## src/rtl/alu_op_sequencer.sv

```systemverilog
// alu_op_sequencer: command front-end for the combinational ALU.
// Commands are buffered in a DEPTH-entry FIFO and issued one at a time
// on registered operand lines. Each command takes an IDLE -> EXEC slot.
// The ALU result and flags are captured into a response register that is
// drained through a valid/ready handshake.
// Optional feature: define ALU_SEQ_ILLEGAL_TRAP_EN to trap opcode 3'b101.
// A trapped command still takes its slot but never raises alu_valid_data.
// It returns data 0, carry 0, zero 1, the ALU slt flag and rsp_error 1.
module alu_op_sequencer #(
    parameter int WIDTH  = 8,
    parameter int OPCODE = 3,
    parameter int DEPTH  = 4
) (
    input  logic                     clk,
    input  logic                     rst,
    // command side
    input  logic                     cmd_valid,
    output logic                     cmd_ready,
    input  logic [WIDTH-1:0]         cmd_data_in1,
    input  logic [WIDTH-1:0]         cmd_data_in2,
    input  logic [OPCODE-1:0]        cmd_op_code,
    output logic [$clog2(DEPTH):0]   cmd_level,
    // ALU side
    output logic [WIDTH-1:0]         alu_data_in1,
    output logic [WIDTH-1:0]         alu_data_in2,
    output logic [OPCODE-1:0]        alu_op_code,
    output logic                     alu_valid_data,
    input  logic [WIDTH-1:0]         alu_data_out,
    input  logic                     alu_carry_out,
    input  logic                     alu_zero_flag,
    input  logic                     alu_slt_flag,
    // response side
    output logic                     rsp_valid,
    input  logic                     rsp_ready,
    output logic [WIDTH-1:0]         rsp_data,
    output logic                     rsp_carry,
    output logic                     rsp_zero,
    output logic                     rsp_slt,
    output logic                     rsp_error
);

    localparam int AW = $clog2(DEPTH);
    localparam int LW = AW + 1;

`ifdef ALU_SEQ_ILLEGAL_TRAP_EN
    localparam logic [OPCODE-1:0] ILLEGAL_OP = OPCODE'(3'b101);
`endif

    typedef enum logic {
        S_IDLE = 1'b0,
        S_EXEC = 1'b1
    } state_t;

    typedef struct packed {
        logic [OPCODE-1:0] op;
        logic [WIDTH-1:0]  in2;
        logic [WIDTH-1:0]  in1;
    } cmd_t;

    // ------------------------------------------------------------------
    // State
    // ------------------------------------------------------------------
    state_t             state_q,    state_d;
    cmd_t               fifo_mem_q [DEPTH];
    cmd_t               fifo_mem_d [DEPTH];
    logic [AW-1:0]      wr_ptr_q,   wr_ptr_d;
    logic [AW-1:0]      rd_ptr_q,   rd_ptr_d;
    logic [LW-1:0]      count_q,    count_d;

    logic [WIDTH-1:0]   alu_in1_q,  alu_in1_d;
    logic [WIDTH-1:0]   alu_in2_q,  alu_in2_d;
    logic [OPCODE-1:0]  alu_op_q,   alu_op_d;

    logic               rsp_valid_q, rsp_valid_d;
    logic [WIDTH-1:0]   rsp_data_q,  rsp_data_d;
    logic               rsp_carry_q, rsp_carry_d;
    logic               rsp_zero_q,  rsp_zero_d;
    logic               rsp_slt_q,   rsp_slt_d;
`ifdef ALU_SEQ_ILLEGAL_TRAP_EN
    logic               rsp_error_q, rsp_error_d;
    logic               exec_illegal;
`endif

    // ------------------------------------------------------------------
    // Control decode
    // ------------------------------------------------------------------
    logic fifo_full;
    logic fifo_empty;
    logic push;
    logic issue;
    logic capture;
    cmd_t cmd_in;
    cmd_t head;

    assign fifo_full  = (count_q == LW'(DEPTH));
    assign fifo_empty = (count_q == '0);

    // cmd_ready depends on registered occupancy only, so a full FIFO
    // refuses a push even if the head is popped on the same edge.
    assign push    = cmd_valid && !fifo_full;
    // Issue only when the response slot will be free by the capture edge.
    assign issue   = (state_q == S_IDLE) && !fifo_empty && (!rsp_valid_q || rsp_ready);
    assign capture = (state_q == S_EXEC);

    assign cmd_in = '{op: cmd_op_code, in2: cmd_data_in2, in1: cmd_data_in1};
    assign head   = fifo_mem_q[rd_ptr_q];

`ifdef ALU_SEQ_ILLEGAL_TRAP_EN
    assign exec_illegal = (alu_op_q == ILLEGAL_OP);
`endif

    // FIFO storage, pointers and occupancy update
    // NOTE: every variable assigned in always_comb gets a default first so
    // no path leaves it unassigned, which would otherwise infer a latch.
    always_comb begin
        fifo_mem_d = fifo_mem_q;
        wr_ptr_d   = wr_ptr_q;
        rd_ptr_d   = rd_ptr_q;
        count_d    = count_q;
        if (push) begin
            fifo_mem_d[wr_ptr_q] = cmd_in;
            wr_ptr_d             = wr_ptr_q + 1'b1;
        end
        if (issue) begin
            rd_ptr_d = rd_ptr_q + 1'b1;
        end
        case ({push, issue})
            2'b10:   count_d = count_q + 1'b1;
            2'b01:   count_d = count_q - 1'b1;
            default: count_d = count_q;
        endcase
    end

    // Next-state logic: IDLE waits for an issuable command, EXEC lasts one cycle
    always_comb begin
        state_d = state_q;
        case (state_q)
            S_IDLE: if (issue) state_d = S_EXEC;
            S_EXEC: state_d = S_IDLE;
            default: state_d = S_IDLE;
        endcase
    end

    // Operand registers: load the FIFO head on issue, otherwise hold
    always_comb begin
        alu_in1_d = alu_in1_q;
        alu_in2_d = alu_in2_q;
        alu_op_d  = alu_op_q;
        if (issue) begin
            alu_in1_d = head.in1;
            alu_in2_d = head.in2;
            alu_op_d  = head.op;
        end
    end

    // Response register: capture at the end of EXEC, clear on handshake
    always_comb begin
        rsp_valid_d = rsp_valid_q;
        rsp_data_d  = rsp_data_q;
        rsp_carry_d = rsp_carry_q;
        rsp_zero_d  = rsp_zero_q;
        rsp_slt_d   = rsp_slt_q;
`ifdef ALU_SEQ_ILLEGAL_TRAP_EN
        rsp_error_d = rsp_error_q;
`endif
        if (capture) begin
            rsp_valid_d = 1'b1;
            rsp_data_d  = alu_data_out;
            rsp_carry_d = alu_carry_out;
            rsp_zero_d  = alu_zero_flag;
            rsp_slt_d   = alu_slt_flag;
`ifdef ALU_SEQ_ILLEGAL_TRAP_EN
            rsp_error_d = exec_illegal;
            if (exec_illegal) begin
                rsp_data_d  = '0;
                rsp_carry_d = 1'b0;
                rsp_zero_d  = 1'b1;
            end
`endif
        end else if (rsp_ready) begin
            rsp_valid_d = 1'b0;
        end
    end

    // Control, operand and response registers with asynchronous reset
    // NOTE: sequential state uses non-blocking assignments so every flop
    // samples the pre-edge values regardless of statement order.
    always_ff @(posedge clk or posedge rst) begin
        if (rst) begin
            state_q     <= S_IDLE;
            wr_ptr_q    <= '0;
            rd_ptr_q    <= '0;
            count_q     <= '0;
            alu_in1_q   <= '0;
            alu_in2_q   <= '0;
            alu_op_q    <= '0;
            rsp_valid_q <= 1'b0;
            rsp_data_q  <= '0;
            rsp_carry_q <= 1'b0;
            rsp_zero_q  <= 1'b0;
            rsp_slt_q   <= 1'b0;
`ifdef ALU_SEQ_ILLEGAL_TRAP_EN
            rsp_error_q <= 1'b0;
`endif
        end else begin
            state_q     <= state_d;
            wr_ptr_q    <= wr_ptr_d;
            rd_ptr_q    <= rd_ptr_d;
            count_q     <= count_d;
            alu_in1_q   <= alu_in1_d;
            alu_in2_q   <= alu_in2_d;
            alu_op_q    <= alu_op_d;
            rsp_valid_q <= rsp_valid_d;
            rsp_data_q  <= rsp_data_d;
            rsp_carry_q <= rsp_carry_d;
            rsp_zero_q  <= rsp_zero_d;
            rsp_slt_q   <= rsp_slt_d;
`ifdef ALU_SEQ_ILLEGAL_TRAP_EN
            rsp_error_q <= rsp_error_d;
`endif
        end
    end

    // FIFO storage array
    // NOTE: the storage array is deliberately not reset; an entry is only
    // read after it has been written, and the pointers/count are reset.
    always_ff @(posedge clk) begin
        fifo_mem_q <= fifo_mem_d;
    end

    // ------------------------------------------------------------------
    // Outputs
    // ------------------------------------------------------------------
    assign cmd_ready    = !fifo_full;
    assign cmd_level    = count_q;
    assign alu_data_in1 = alu_in1_q;
    assign alu_data_in2 = alu_in2_q;
    assign alu_op_code  = alu_op_q;
    assign rsp_valid    = rsp_valid_q;
    assign rsp_data     = rsp_data_q;
    assign rsp_carry    = rsp_carry_q;
    assign rsp_zero     = rsp_zero_q;
    assign rsp_slt      = rsp_slt_q;

`ifdef ALU_SEQ_ILLEGAL_TRAP_EN
    assign alu_valid_data = (state_q == S_EXEC) && !exec_illegal;
    assign rsp_error      = rsp_error_q;
`else
    assign alu_valid_data = (state_q == S_EXEC);
    assign rsp_error      = 1'b0;
`endif

endmodule

```

## config.mk

```make
export PLATFORM = sky130hd
export DESIGN_NAME = alu_op_sequencer
export DESIGN_NICKNAME = d
export VERILOG_FILES = /design/src/rtl/alu_op_sequencer.sv
export SDC_FILE = /design/constraint.sdc
export NUM_CORES = 1
export LEC_CHECK = 0
export ABC_AREA = 0
export BUFFER_PORTS_ARGS = -buffer_cell sky130_fd_sc_hd__buf_4
export CELL_PAD_IN_SITES_DETAIL_PLACEMENT = 0
export CELL_PAD_IN_SITES_GLOBAL_PLACEMENT = 2
export CORE_AREA = 2 2 103 105
export CTS_BUF_LIST = sky130_fd_sc_hd__clkbuf_16
export CTS_CLUSTER_SIZE = 40
export DETAILED_ROUTE_END_ITERATION = 10
export DIE_AREA = 0 0 105 107
export MAX_ROUTING_LAYER = met4
export PLACE_DENSITY_LB_ADDON = 0.1
export SLEW_MARGIN = 20
export SYNTH_ARGS = -nofsm -noshare
export SYNTH_HDL_FRONTEND = slang
export SYNTH_SLANG_ARGS = --single-unit
```

## constraint.sdc

```tcl
create_clock -name clk -period 6.3 [get_ports clk]
set_input_delay 0.315 -clock clk [delete_from_list [all_inputs] [get_ports clk]]
set_output_delay 0.315 -clock clk [all_outputs]
set_load 0.05 [all_outputs]
```

After elaboration in Yosys (flattened, before gate mapping)
Index checks and enable logic that the tools add are counted.

Add/subtract/negate cells: 4. Muxes and demuxes: 11. Bitwise logic cells: 3. Reduce and logical (&&, ||, !) cells: 11. Eq/ne operators: 3. $lt $le $gt $ge: 3.

Operators with widths (count): $bwmux W76 (1); $mux W19 (3); $bmux W19 S2 (1); $demux W19 S2 (1); $ge A3 B3 Y1 const B (2); $not A2 Y3 (2); $pmux W3 S2 (1); $add A2 B1 Y2 const B (2); $logic_and A1 B1 Y1 (4); $reduce_bool A2 Y1 (2); $add A3 B1 Y3 const B (1); $eq A3 B3 Y1 const B (1); $logic_not A1 Y1 (3); $logic_not A3 Y1 (1); $lt A3 B1 Y1 const B (1); $mux W1 (3); $sub A3 B1 Y3 const B (1); $eq A2 B1 Y1 const B (1); $eq A2 B2 Y1 const B (1); $pmux W1 S2 (1); $logic_or A1 B1 Y1 (1); $not A1 Y1 (1).

Register bits after elaboration: 115. Input bits: 34. Output and inout bits: 37. Logic and storage cells: 59.

Longest topological paths before layout
Depth in word-level cells: 6. Depth in mapped cells: 9. Depth with buffers taken out: 9.

Least setup slack after synthesis
OpenSTA, ideal clock, no wires.

Path type: flip-flop to flip-flop. Start point: register count_q[2], in the netlist cmd_level[2]. End point: register count_q[2], in the netlist cmd_level[2]. Setup slack: 3792 ps. Cell stages (with the launch flop): 10. Clock period less this slack: 2508 ps. Arrival: 2426 ps. Path through: dfrtp_1 > or3b_4 > and2_4 > inv_1 > ha_1 > inv_1 > fa_1 > xor2_1 > nor2_1 > xor2_1.

RTL lines: start, declared (RTL line 68) `logic [LW-1:0] count_q, count_d;`; start signal, assigned (RTL line 209) `count_q <= count_d;`; $eq A3 B3 Y1 (*) (RTL line 95) `assign fifo_full = (count_q == LW'(DEPTH));`; $logic_not A1 Y1 (*); via cmd_ready (RTL line 18) `output logic cmd_ready,`; $logic_and A1 B1 Y1 (*) (RTL line 100) `assign push = cmd_valid && !fifo_full;`; $eq A2 B1 Y1 or $eq A2 B2 Y1 (tied branches) (RTL line 127) `case ({push, issue})`; $pmux W3 S2 or $reduce_bool A2 Y1 (tied branches).

Mark *: on every way through the listed nets, which the timed path passes. The rest lies on a longest branch. A chain may end at the register's enable or synchronous reset.

Worst setup path in the final report
Start point: register state_q, in the netlist alu_valid_data. End point: register count_q[2], in the netlist cmd_level[2].

Cells in the longest elaborated chain, start to end: 5.

RTL lines: start, declared (RTL line 63) `state_t state_q, state_d;`; start signal, assigned (RTL line 206) `state_q <= state_d;`; $not A1 Y1 (*); $logic_and A1 B1 Y1 (*) (2 in a row) (RTL line 102) `assign issue = (state_q == S_IDLE) && !fifo_empty && (!rsp_valid_q || rsp_ready);`; $eq A2 B1 Y1 or $eq A2 B2 Y1 (tied branches) (RTL line 127); $pmux W3 S2 or $reduce_bool A2 Y1 (tied branches).

Mark *: on every way between the ends. The rest lies on a longest branch, timed or not.

==> flow_summary_export.csv <==
group,metric,value,unit
synth,synthMuxAreaShare,19.32,%
synth,synthDistinctLibCells,25,
drt,drt_iter0_markers,90,
grt,grt_pass1_vias,2255,
timing,slew_headroom,33.26,%
synth,synth_seq_cells,115,
status,status,"completed",
layout,finalNetCount,329,
placement,io_buffers,69,
timing,skew,0.005546,ns
worst_hold_path,hp-class,"in -> async",
timing,finalSetupTns,0,ns
grt,grt_pass1_wl,12140,um
placement,routabilityCongestion,0.6605,
synth,synth_compound_area_share,0,%
synth,syn_avg_cell_area,21.36,um2
clock_tree,insertion_delay,0.40,ns
setup_path,crit_top_cell,"xor2_1",
pwr,ir_drop,233.4,uV
die,coreArea,0.01009,mm2
clock_tree,cts_num_sinks,115,
setup_path,crit_path_cell_trace,"nor3_4 > buf_4 > ha_1 > inv_1 > fa_1 > xor2_1 > nor2_1 > xor2_1",
setup_path,critPathTopFamily,"adder cells",
synth,netlist_instances,208,
synth,ys_seq_area_share,73.33,%
timing,finalSetupViolations,0,
pwr,p_sw,1222,uW
setup_path,crit_buf_inv,2,
die,die_x,105,um
pwr,combPwrFrac,37.3,%
placement,dp_hpwl,4507,um
pwr,leakagePower,0.002264,uW
clock_tree,post_cts_buffers,0,
synth,ys_warn_count,0,
drt,drc,0,
clock_tree,cts_buffers,17,
die,die_area,0.01124,mm2
clock_tree,cts.clk_slew.worst_paths,0.05,ns
grt,antenna_found_initial,0,
pwr,p_int,2284,uW
run,maxCapViolations,0,
pwr,total_power,3506,uW
timing,fmax,0.4094,GHz
timing,finalMaxSlewViolations,0,
clock_tree,clockRootBuffer,"clkbuf_16",
timing,rsz0062_at_grt,"false",
setup_path,cp-start-kind,"flip-flop",
die,ioPinCount,71,
grt,grt_util_all_layers,15.32,%
clock_tree,h-tree-depth,4,
layout,layout-drive-gt1-share,52.65,%
layout,area_growth_syn_to_layout,28.39,%
timing,fin_crit_sh,38.77,%
die,die_h,107,um
synth,synthAdderAreaFrac,1.859,%
layout,diodes,0,
clock_tree,cts_hold_buf,0,
drt,vias,2106,
setup_path,worst-endpoint-required,6.62,ns
timing,hold_viol_final,0,
clock_tree,cts_buffer_depth,2,
pwr,powerDensity,614.7,mW/mm2
synth,synth_nets,248,
drt,dr.pass1.iters,4,
die,start_util,44.02,%
setup_path,cp_data_arrival_time,2.76,ns
pwr,pwr-share-clk,28.0,%
grt,overflow,0,
drt,routed_wl,7621,um
clock_tree,cts-resized-gates,0,
synth,synth_area,0.004443,mm2
clock_tree,cts_tree,"built",
synth,yosys.area_share.simple,2.253,%
timing,tightestPinTransition,1.001,ns
grt,grt_start_max_net_pins,40,
drt,wire_per_inst,17.40,um
timing,fin_crit,2.443,ns
setup_path,crit_type,"reg -> reg",
setup_path,max_stage_delay,0.61,ns
synth,synth_top_family_by_area,"multiplexers",
pwr,swShare,34.86,%
die,rows,37,
setup_path,cp_slowest_cell,"dfrtp_1",
synth,synth-xor-area-share,1.183,%
setup_path,cp_max_fo,21,
drt,postRouteAntennaNets,0,
pwr,seqPwrFrac,34.7,%
drt,vias_per_cell,4.808,
setup_path,crit_path_end_kind,"flip-flop",
-- registers in the layout (all words and copies together) (netlist names) --
signal / count
rd_ptr_q: 2
wr_ptr_q: 2
alu_op_code: 3
alu_valid_data: 1
rsp_slt: 1
rsp_carry: 1
alu_data_in1: 8
fifo_mem_q: 76
rsp_data: 8
alu_data_in2: 8
cmd_level: 3
rsp_zero: 1
rsp_valid: 1
-- synthesized netlist by cell type, drive strengths merged --
cell / instances / area, um2
and2: 1 / 8.760
buf: 6 / 50.04
nor2: 1 / 3.750
xor2: 4 / 35.03
xnor2: 2 / 17.52
conb: 1 / 3.750
ha: 5 / 62.56
inv: 7 / 26.28
and3: 4 / 30.03
clkbuf: 3 / 11.26
fa: 1 / 20.02
dfrtp: 39 / 975.9
mux2i: 1 / 10.01
or3b: 1 / 11.26
mux4: 19 / 427.9
edfxtp: 76 / 2282
nor2b: 1 / 6.260
or2: 1 / 6.260
nor4b: 1 / 8.760
nor3: 3 / 25.02
mux2: 31 / 420.4
-- per-stage QoR --
stage / instances / utilization (%) / setup WS [ns] / area [um2] / hold WS, ns
global placement: 406 / 50.45 / 3.870 / 5091 / 0.4912
detailed placement: 406 / 50.45 / 3.818 / 5091 / 0.4975
global route: 438 / 56.52 / 3.656 / 5704 / 0.1028
floorplan: 208 / - / 3.792 / 4443 / 0.4139
finish: 438 / 56.52 / 3.857 / 5704 / 0.1014
CTS: 438 / 56.52 / 3.805 / 5704 / 0.1014
-- cells in the final DEF, fill, tap and decap left out --
cell type,synthesis,routed
edfxtp_1,76,76
buf_4,3,71
dfrtp_1,39,39
mux4_2,19,19
mux2_4,19,19
clkbuf_16,0,17
mux2_2,12,12
inv_1,7,6
ha_1,5,5
xor2_1,4,4
and3_2,4,4
clkinv_1,0,4
bufinv_16,0,4
xnor2_1,2,2
clkinv_4,0,2
clkinv_2,0,2
inv_6,0,2
nor2b_1,1,1
nor3_2,2,1
nor3_4,0,1
mux2i_1,1,1
or3b_4,1,1
and2_4,1,1
nor3_1,1,1
inv_2,0,1
or2_2,1,1
nor2_1,1,1
nor4b_1,1,1
fa_1,1,1
conb_1,1,1
clkinvlp_4,0,1
-- logic make-up after synthesis --
family,Yosys count
buffers and inverters,16
DFF,115
other,1
and+or+nand+nor,13
adders and majority gates,6
muxes,51
xor gates and xnor gates,6
-- cell type report --
type                            count  area, um2
Tap cell                          136      170.2
Clock buffer                       17      425.4
Multi-Input combinational cell     77       1104
Inverter                            7      26.28
Timing Repair Buffer               71      533.0
Clock inverter                     15      187.7
Fill cell                         782       4388
Sequential cell                   115       3258
-- final timing paths --
kind / cells after the start / slack (ns) / from / to
max in group asynchronous: 2 / 5.66 / rst / alu_data_in2[4]$_DFFE_PP0N_
min reg2reg: 1 / 0.51 / rsp_carry$_DFFE_PP0P_ / rsp_carry$_DFFE_PP0P_
max: 8 / 3.86 / alu_valid_data$_DFF_PP0_ / cmd_level[2]$_DFFE_PP0P_
min: 2 / 0.10 / rst / rsp_slt$_DFFE_PP0P_
max reg2reg: 8 / 3.86 / alu_valid_data$_DFF_PP0_ / cmd_level[2]$_DFFE_PP0P_
min in group clk: 1 / 0.12 / cmd_data_in2[5] / fifo_mem_q[32]$_DFFE_PP_
-- power by group through the flow --
| stage | Sequential (uW) | Combinational, uW | Clock, uW |
|---|---|---|---|
| 2_1_floorplan | 1560 | 649 | 0 |
| 3_3_place_gp | 1230 | 1320 | 0 |
| 3_5_place_dp | 1240 | 1330 | 0 |
| 4_1_cts | 1230 | 1330 | 1000 |
| 5_1_grt | 1250 | 1380 | 1040 |
| 6_report | 1220 | 1310 | 981 |
-- per-layer routing --
metal  wire length [um]  GRT usage (%)  vias up
met2               3863          24.54       49
met5                  0              -        -
met3                269          3.769       12
met1               3377          18.76     1078
li1                   -              -      967
met4                111          6.571        0
(Power assumes the default switching activity.)
